--- config.mk ---
export PLATFORM = sky130hd
export DESIGN_NAME = uart_rx_flat
export DESIGN_NICKNAME = d
export VERILOG_FILES = /design/src/rtl/uart_pkg.sv /design/src/rtl/uart_rx_if.sv /design/src/rtl/uart_rx_sampler.sv /design/src/rtl/uart_rx.sv /design/src/flat_wrapper.sv
export SDC_FILE = /design/constraint.sdc
export NUM_CORES = 1
export LEC_CHECK = 0
export ABC_CLOCK_PERIOD_IN_PS = 1700
export BUFFER_PORTS_ARGS = -buffer_cell sky130_fd_sc_hd__buf_2
export CAP_MARGIN = 20
export CORE_AREA = 2 2 59 61
export CTS_BUF_LIST = sky130_fd_sc_hd__clkbuf_4 sky130_fd_sc_hd__clkbuf_8
export DETAILED_ROUTE_END_ITERATION = 16
export DIE_AREA = 0 0 61 63
export GPL_ROUTABILITY_DRIVEN = 0
export PLACE_DENSITY = 0.73
export SYNTH_ARGS = -nofsm -noshare
export SYNTH_HDL_FRONTEND = slang
export SYNTH_SLANG_ARGS = --single-unit
--- constraint.sdc ---
create_clock -name Clk -period 1.7 [get_ports Clk]
set_input_delay 0.34 -clock Clk [delete_from_list [all_inputs] [get_ports Clk]]
set_output_delay 0.34 -clock Clk [all_outputs]
set_load 0.01 [all_outputs]
--- src/rtl/uart_pkg.sv ---
// Shared UART definitions: receiver state encoding and parity-type constants
// used by both the transmit and receive sides.
package uart_pkg;

    typedef enum logic [2:0] {
        IDLE   = 3'd0,
        START  = 3'd1,
        DATA   = 3'd2,
        PARITY = 3'd3,
        STOP   = 3'd4
    } rx_state_t;

    localparam logic PARITY_EVEN = 1'b0;
    localparam logic PARITY_ODD  = 1'b1;

endpackage

--- src/rtl/uart_rx_if.sv ---
// Bundle between a serial-line source (master) and the UART receiver (slave),
// including the receiver's state for observation.
interface uart_rx_if #(
    parameter int Width = 8
);
    import uart_pkg::*;

    // Data_Valid, Parity_Error and Stop_Error are single-cycle strobes with no
    // back-pressure; P_Data is stable from a Data_Valid until the next one.
    logic             RX_in;
    logic             Parity_En;
    logic             Parity_Typ;
    logic [Width-1:0] P_Data;
    logic             Data_Valid;
    logic             Parity_Error;
    logic             Stop_Error;
    logic             Busy;
    rx_state_t        dbg_state;

    modport master (
        output RX_in, Parity_En, Parity_Typ,
        input  P_Data, Data_Valid, Parity_Error, Stop_Error, Busy, dbg_state
    );

    modport slave (
        input  RX_in, Parity_En, Parity_Typ,
        output P_Data, Data_Valid, Parity_Error, Stop_Error, Busy, dbg_state
    );

endinterface

--- src/rtl/uart_rx_sampler.sv ---
// Line synchroniser plus mid-bit sampling; bit_o is the decided bit value,
// meaningful at the decision point. Macro: UART_RX_MAJORITY_VOTE_EN.
module uart_rx_sampler #(
    parameter int Prescale = 8,
    parameter int CntW     = 3
) (
    input  logic            clk_i,
    input  logic            rst_i,
    input  logic            rx_i,
    input  logic [CntW-1:0] edge_cnt_i,
    output logic            rx_s_o,
    output logic            bit_o
);

    localparam logic [CntW-1:0] MidEdge = CntW'(Prescale / 2);

    logic sync1_q, sync2_q;
    logic mid_q;
`ifdef UART_RX_MAJORITY_VOTE_EN
    localparam logic [CntW-1:0] EarlyEdge = CntW'(Prescale / 2 - 1);
    logic early_q;
`endif

    always_ff @(posedge clk_i) begin
        if (rst_i) begin
            sync1_q <= 1'b1;
            sync2_q <= 1'b1;
            mid_q   <= 1'b1;
`ifdef UART_RX_MAJORITY_VOTE_EN
            early_q <= 1'b1;
`endif
        end else begin
            sync1_q <= rx_i;
            sync2_q <= sync1_q;
            if (edge_cnt_i == MidEdge) mid_q <= sync2_q;
`ifdef UART_RX_MAJORITY_VOTE_EN
            if (edge_cnt_i == EarlyEdge) early_q <= sync2_q;
`endif
        end
    end

    assign rx_s_o = sync2_q;

    // The third sample is the live synchronised line at the decision edge.
`ifdef UART_RX_MAJORITY_VOTE_EN
    assign bit_o = (early_q & mid_q) | (early_q & sync2_q) | (mid_q & sync2_q);
`else
    assign bit_o = mid_q;
`endif

endmodule

--- src/rtl/uart_rx.sv ---
// UART receiver: start / Width data (LSB first) / optional parity / stop.
// Majority-vote bit decision is enabled by UART_RX_MAJORITY_VOTE_EN.
module uart_rx
    import uart_pkg::*;
#(
    parameter int Width    = 8,
    parameter int Prescale = 8
) (
    input  logic     Clk,
    input  logic     Rst,
    uart_rx_if.slave rx_if
);

    localparam int CntW = $clog2(Prescale);
    localparam int BitW = (Width > 1) ? $clog2(Width) : 1;
    localparam logic [CntW-1:0] LastEdge = CntW'(Prescale - 1);
    localparam logic [CntW-1:0] DecEdge  = CntW'(Prescale / 2 + 1);
    localparam logic [BitW-1:0] LastBit  = BitW'(Width - 1);

    rx_state_t        state_q;
    logic [CntW-1:0]  edge_cnt_q;
    logic [BitW-1:0]  bit_cnt_q;
    logic             armed_q;
    logic             par_en_q, par_typ_q, mismatch_q;
    logic [Width-1:0] shift_q, p_data_q;
    logic             dv_q, pe_q, se_q;

    logic rx_s, samp_bit, at_dec, bit_end;

    uart_rx_sampler #(
        .Prescale (Prescale),
        .CntW     (CntW)
    ) u_sampler (
        .clk_i      (Clk),
        .rst_i      (Rst),
        .rx_i       (rx_if.RX_in),
        .edge_cnt_i (edge_cnt_q),
        .rx_s_o     (rx_s),
        .bit_o      (samp_bit)
    );

    assign at_dec  = (edge_cnt_q == DecEdge);
    assign bit_end = (edge_cnt_q == LastEdge);

    always_ff @(posedge Clk) begin
        if (Rst) begin
            state_q    <= IDLE;
            edge_cnt_q <= '0;
            bit_cnt_q  <= '0;
            armed_q    <= 1'b0;
            par_en_q   <= 1'b0;
            par_typ_q  <= 1'b0;
            mismatch_q <= 1'b0;
            shift_q    <= '0;
            p_data_q   <= '0;
            dv_q       <= 1'b0;
            pe_q       <= 1'b0;
            se_q       <= 1'b0;
        end else begin
            dv_q <= 1'b0;
            pe_q <= 1'b0;
            se_q <= 1'b0;
            if (state_q != IDLE) edge_cnt_q <= bit_end ? '0 : edge_cnt_q + 1'b1;
            case (state_q)
                IDLE: begin
                    edge_cnt_q <= '0;
                    bit_cnt_q  <= '0;
                    if (rx_s) begin
                        armed_q <= 1'b1;
                    end else if (armed_q) begin
                        state_q    <= START;
                        par_en_q   <= rx_if.Parity_En;
                        par_typ_q  <= rx_if.Parity_Typ;
                        mismatch_q <= 1'b0;
                    end
                end
                START: begin
                    if (at_dec && samp_bit) state_q <= IDLE;
                    else if (bit_end)       state_q <= DATA;
                end
                DATA: begin
                    if (at_dec) shift_q[bit_cnt_q] <= samp_bit;
                    if (bit_end) begin
                        if (bit_cnt_q == LastBit) state_q <= par_en_q ? PARITY : STOP;
                        else                      bit_cnt_q <= bit_cnt_q + 1'b1;
                    end
                end
                PARITY: begin
                    if (at_dec)  mismatch_q <= samp_bit ^ (^shift_q) ^ par_typ_q;
                    if (bit_end) state_q <= STOP;
                end
                STOP: begin
                    // Leave at mid-stop so the next start edge can be caught early.
                    if (at_dec) begin
                        state_q <= IDLE;
                        if (samp_bit) begin
                            if (mismatch_q) begin
                                pe_q <= 1'b1;
                            end else begin
                                dv_q     <= 1'b1;
                                p_data_q <= shift_q;
                            end
                        end else begin
                            se_q    <= 1'b1;
                            pe_q    <= mismatch_q;
                            armed_q <= 1'b0;
                        end
                    end
                end
                default: state_q <= IDLE;
            endcase
        end
    end

    assign rx_if.P_Data       = p_data_q;
    assign rx_if.Data_Valid   = dv_q;
    assign rx_if.Parity_Error = pe_q;
    assign rx_if.Stop_Error   = se_q;
    assign rx_if.Busy         = (state_q != IDLE);
    assign rx_if.dbg_state    = state_q;

endmodule

--- src/flat_wrapper.sv ---
// flat-port wrapper written by rule: the top's interface ports become plain ports
module uart_rx_flat import uart_pkg::*;
#(
    parameter int Width    = 8,
    parameter int Prescale = 8
)
  (Clk, Rst, rx_if_RX_in, rx_if_Parity_En, rx_if_Parity_Typ, rx_if_P_Data, rx_if_Data_Valid, rx_if_Parity_Error, rx_if_Stop_Error, rx_if_Busy, rx_if_dbg_state);
  uart_rx_if #(.Width(Width)) rx_if_i ();
  input  logic Clk;
  input  logic Rst;
  input wire logic [$bits(rx_if_i.RX_in)-1:0] rx_if_RX_in;
  input wire logic [$bits(rx_if_i.Parity_En)-1:0] rx_if_Parity_En;
  input wire logic [$bits(rx_if_i.Parity_Typ)-1:0] rx_if_Parity_Typ;
  output wire logic [$bits(rx_if_i.P_Data)-1:0] rx_if_P_Data;
  output wire logic [$bits(rx_if_i.Data_Valid)-1:0] rx_if_Data_Valid;
  output wire logic [$bits(rx_if_i.Parity_Error)-1:0] rx_if_Parity_Error;
  output wire logic [$bits(rx_if_i.Stop_Error)-1:0] rx_if_Stop_Error;
  output wire logic [$bits(rx_if_i.Busy)-1:0] rx_if_Busy;
  output wire logic [$bits(rx_if_i.dbg_state)-1:0] rx_if_dbg_state;
  assign rx_if_i.RX_in = rx_if_RX_in;
  assign rx_if_i.Parity_En = rx_if_Parity_En;
  assign rx_if_i.Parity_Typ = rx_if_Parity_Typ;
  assign rx_if_P_Data = rx_if_i.P_Data;
  assign rx_if_Data_Valid = rx_if_i.Data_Valid;
  assign rx_if_Parity_Error = rx_if_i.Parity_Error;
  assign rx_if_Stop_Error = rx_if_i.Stop_Error;
  assign rx_if_Busy = rx_if_i.Busy;
  assign rx_if_dbg_state = rx_if_i.dbg_state;
  uart_rx #(.Width(Width), .Prescale(Prescale)) u_core (.Clk(Clk), .Rst(Rst), .rx_if(rx_if_i));
endmodule
==> results.cfg, run 1 <==
[status]
status = completed

[clock_network]
clk_pin_slew_ps = 110
h-tree-depth = 2
cts.hold.buffers_added = 0
clk_path_buf_depth = 2
worstSkewPairLatency_ps = 350
cts-root-buf = clkbuf_4
cts_buffers = 5
cts_tree = yes
cts_sinks = 35

[grt]
grt_pass1_vias = 1222
globalRouteMet2Util_pct = 30.65
use_met3_pct = 6.211
grt_usage_pct = 19.85
antenna_found_initial = 0
overflow = 0
grt_pass1_wl_mm = 5.747
grt_max_degree = 27
grt_busiest_layer = met2
grtUsageMet1_pct = 25.45

[route]
ant_nets = 0
drc = 0
num_vias = 1272
via_per_inst = 5.278
drt-initial-drc-count = 77
wl_mm = 3.224
wl_per_cell_um = 13.38
drt-pass1-iter-count = 5

[yosys]
synthArstFlopShare_pct = 0
avgSynthCellArea_um2 = 9.980
syn_nets = 180
synth_edf_count = 0
syn_area_mm2 = 0.001687
yosys_warnings = 0
synthCells = 169
synth_top_flop_cell = dfxtp_1
synth_cell_types = 46
synth-seq-cells = 35
ys_seq_area_share_pct = 41.54

[setup_path]
endpoint_kind = output port
crit_path_max_incr_delay_ps = 400
critPathSlowestCell = dfxtp_2
cpLargestDelayFamily = flip-flops
crit_buf_inv = 3
critical_path_arrival_ps = 1270
cp_max_fo = 10
cp.required_ps = 1360
crit_path_start_kind = register
worstSetupPathType = reg2out
crit_path_cell_trace = nor3_4 -> buf_4 -> inv_2 -> buf_2

[placed_design]
place.detailed.hpwl_mm = 2.364
postPlaceCellArea_mm2 = 0.001846
portBuffers = 19
numPlacedInstances = 232

[timing]
worst_pin_slew_ps = 324.8
finalSetupViolCount = 0
post-route-period-util_pct = 94.73
min_period_ps = 1610
max_clock_freq_ghz = 0.6210
slew_violations = 0
hold_viol_final = 0
relSlewSlack_pct = 78.25
final.setup_skew_ps = 7.097
finalSetupTns_ps = 0
rsz0062_at_grt = true

[die]
die-area_mm2 = 0.003843
pin_count = 20
die_h_um = 63
core-area_mm2 = 0.003232
die_x_um = 61
start_util_pct = 52.19
rows = 21

[worst_hold_path]
hp-class = in2reg

[layout]
fin_cells = 241
final_layout_size_suffix_gt1_share_pct = 24.62
n_antenna_cell = 0
areaGrowthSynthToFinish_pct = 13.50
stdcell_area_mm2 = 0.001914
utilization_pct = 59.23
fin_nets = 205

[pwr]
power_mw = 1.366
ir_drop_v = 0.0003873
power.leakage_nw = 0.9371
pwr_density_cell_mw_per_mm2 = 713.4

[run]
max_cap_violations = 0
sequential cells by signal (all words and copies together) (netlist names):
name	cells
u_core.rx_if.P_Data	8
u_core.shift_q	8
u_core.bit_cnt_q	3
u_core.edge_cnt_q	3
u_core.rx_if.dbg_state	3
u_core.armed_q	1
u_core.mismatch_q	1
u_core.par_en_q	1
u_core.par_typ_q	1
u_core.rx_if.Data_Valid	1
u_core.rx_if.Parity_Error	1
u_core.rx_if.Stop_Error	1
u_core.u_sampler.bit_o	1
u_core.u_sampler.rx_s_o	1
u_core.u_sampler.sync1_q	1
metal layers:
layer / wire, µm / part of all wire [%] / up-vias
met5: 0 / 0 / -
met3: 132 / 4.1 / 7
met2: 1540 / 48 / 27
met4: 78 / 2.4 / 0
met1: 1472 / 46 / 598
li1: - / - / 640
power breakdown:
part	switching (mW)	leakage [nW]	internal, mW	total (mW)
clock	0.283	0.0317	0.175	0.459
combinational	0.0376	0.621	0.0320	0.0695
sequential	0.0102	0.284	0.827	0.838
stage by stage:
step / setup WS [ps] / hold slack (ps)
2_1_floorplan: 181.1 / 383.2
3_3_place_gp: 141.0 / 386.9
3_5_place_dp: 50.95 / 389.3
4_1_cts: 27.81 / 174.6
5_1_grt: -20.25 / 156.2
6_report: 89.61 / 174.9
cell type report:
cell class,instances,area [µm²]
fillers,297,1318
multi-input cells,119,909.6
flip-flops and latches,35,704.4
repair buffers,29,170.2
well taps,46,57.56
clock buffers,6,45.04
inverters,4,15.01
clock inverters,2,12.51
path summary, 6_finish.rpt:
| check | from | to | slack (ps) | cells past startpoint |
|---|---|---|---|---|
| hold reg to reg | u_core.u_sampler.sync1_q | u_core.u_sampler.rx_s_o | 410 | 1 |
| hold / removal | rx_if_RX_in | u_core.u_sampler.sync1_q | 170 | 2 |
| setup / recovery | u_core.rx_if.dbg_state[2] | rx_if_Busy | 90 | 4 |
| setup reg to reg | u_core.edge_cnt_q[0] | u_core.rx_if.dbg_state[0] | 90 | 6 |
cell usage after synthesis (all sizes together), types with 2 or more instances:
master  count  area [µm²]
nor2       27       101.4
and2        2       12.51
inv         4       15.01
nor3b       5       53.80
and4b       2       20.02
nand2b      2       12.51
a22oi       3       36.28
or2         2       12.51
a21oi       3       15.01
nand3b      2       18.77
a211o       2       17.52
xor2        2       17.52
nand4b      6       52.55
nand2       4       15.01
o21ai       2       10.00
dfxtp      35       700.7
ha          6       75.07
nor3        5       36.29
buf         5       38.78
xnor2       4       35.03
mux2i      18       180.2
clkbuf      6       22.52
nand4       4       25.02
nor2b       6       37.54
repair_timing:
action                     4_1_cts  5_1_grt
setup endpoints to repair        1        3
gates cloned                     0        0
buffers inserted                 1        0
gates resized for setup          2        1
pin swaps                        1        1
cells in the final DEF (no fill, tap or decap), types with 4 or more instances in the layout:
master / n
nand2_1: 4
nand4b_1: 6
mux2i_1: 18
clkbuf_4: 6
nor3_1: 4
nor2b_1: 6
nand4_1: 4
ha_1: 6
dfxtp_1: 32
xnor2_1: 4
buf_2: 19
nor2_1: 27
buf_4: 10
logic make-up (layout without fill, tap and decap cells):
logic type      count (synthesis)  count (layout)  share of synthesized area [%]
buf+inv                        15              41                          4.524
simple gates                   72              72                          26.85
xor+xnor                        7               7                          4.451
compound gates                 16              16                          7.493
mux                            18              18                          10.68
flops                          35              35                          41.54
fa+ha+maj                       6               6                          4.451
(Power assumes the default switching activity.)
==> run 2, diff against run 1 <==
ABC_CLOCK_PERIOD_IN_PS = default   (was 1700)
MAX_ROUTING_LAYER = met4   (was default)
==> results.cfg, run 2 (synthesis gave the netlist of run 1 again) <==
[status]
status = completed

[setup_path]
cp.required_ps = 1960
worstSetupPathType = reg2reg
critical_path_arrival_ps = 1870
crit_path_start_kind = register
endpoint_kind = register
cp_max_fo = 4

[route]
ant_nets = 0
num_vias = 1272
wl_per_cell_um = 13.37
via_per_inst = 5.278
wl_mm = 3.222
drt-initial-drc-count = 74
drc = 0
drt-pass1-iter-count = 5

[die]
die_h_um = 63
die_x_um = 61
start_util_pct = 52.19
pin_count = 20
die-area_mm2 = 0.003843
core-area_mm2 = 0.003232
rows = 21

[pwr]
comb_power_share_pct = 5.1
switching_share_pct = 24.21
ir_drop_v = 0.0003873
p_int_mw = 1.035
power_mw = 1.365
p_clk_share_pct = 33.6
power.leakage_nw = 0.9371
pwr_density_cell_mw_per_mm2 = 713.1
p_sw_uw = 330.6
p_seq_share_pct = 61.4

[grt]
overflow = 0
grt_pass1_vias = 1221
grt_max_degree = 27
grt_pass1_wl_mm = 5.761
antenna_found_initial = 0
grt_usage_pct = 20.38

[clock_network]
cts-root-buf = clkbuf_4
clk_path_buf_depth = 2
cts_sinks = 35
worstSkewPairLatency_ps = 350
clk_pin_slew_ps = 110
cts.hold.buffers_added = 0
h-tree-depth = 2
cts_tree = yes
cts_buffers = 5

[timing]
finalSetupViolCount = 0
min_period_ps = 1608
hold_viol_final = 0
max_clock_freq_ghz = 0.6218
final.setup_skew_ps = 7.097
worst_pin_slew_ps = 324.8
finalSetupTns_ps = 0
slew_violations = 0
rsz0062_at_grt = true
post-route-period-util_pct = 94.61
relSlewSlack_pct = 78.25

[layout]
final_layout_size_suffix_gt1_share_pct = 24.62
fin_nets = 205
final_cell_mix = dfxtp_1 (32), nor2_1 (27), buf_2 (19), mux2i_1 (18), buf_4 (10)
utilization_pct = 59.23
final_common_cell = dfxtp_1
fin_cells = 241
n_antenna_cell = 0
stdcell_area_mm2 = 0.001914
areaGrowthSynthToFinish_pct = 13.50

[worst_hold_path]
hp-class = in2reg

[run]
max_cap_violations = 0

[placed_design]
numPlacedInstances = 232
portBuffers = 19
place.detailed.hpwl_mm = 2.364
postPlaceCellArea_mm2 = 0.001846
run 2: cell counts in the layout (fill, tap and decap cells not counted):
Identical to the previous run, type by type.
run 2: worst paths after layout:
check	from	endpoint	slack [ps]	cells after the start
max	u_core.edge_cnt_q[0]	u_core.rx_if.dbg_state[0]	90	6
min	rx_if_RX_in	u_core.u_sampler.sync1_q	170	2
min reg2reg	u_core.u_sampler.sync1_q	u_core.u_sampler.rx_s_o	410	1
max reg2reg	u_core.edge_cnt_q[0]	u_core.rx_if.dbg_state[0]	90	6
run 2: final cells by class:
cell class | count | area, µm²
fill | 297 | 1318
multi-input combinational | 119 | 909.6
sequential | 35 | 704.4
timing repair buffer | 29 | 170.2
tap | 46 | 57.56
clock buffer | 6 | 45.04
inverter | 4 | 15.01
clock inverter | 2 | 12.51
run 2: critical path, cell delays in order, from the launching register on:
cell and delay (ps):
dfxtp_1 350, ha_1 210, ha_1 250, nor2_1 100, o211ai_1 160, and3_4 230
nor4b_4 240
run 2: through the flow:
step / setup slack, ps / hold slack [ps]
3_5_place_dp: 50.95 / 389.3
6_report: 91.67 / 174.9
2_1_floorplan: 181.1 / 383.2
4_1_cts: 27.81 / 174.6
5_1_grt: -20.25 / 156.2
3_3_place_gp: 141.0 / 386.9
run 2: routing by layer:
layer  GRT usage [%]  vias to the layer above  part of all wire, %
met5               -                        -                    0
met4           7.609                        0                  2.4
met1           25.58                      598                   46
met2           30.51                       27                   48
li1                -                      640                    -
met3           6.211                        7                  4.1
run 2: timing repair:
item | 4_1_cts | 5_1_grt
pin swaps | 1 | 1
resized for setup | 2 | 1
endpoints found under the setup margin | 1 | 3
buffers inserted | 1 | 0
run 2: power groups by stage:
stage / logic (mW) / clock network [mW] / registers (mW)
2_1_floorplan: 0.0534 / 0 / 0.852
3_3_place_gp: 0.0648 / 0 / 0.855
3_5_place_dp: 0.0677 / 0 / 0.856
4_1_cts: 0.0698 / 0.470 / 0.838
5_1_grt: 0.0769 / 0.512 / 0.839
6_report: 0.0695 / 0.458 / 0.838
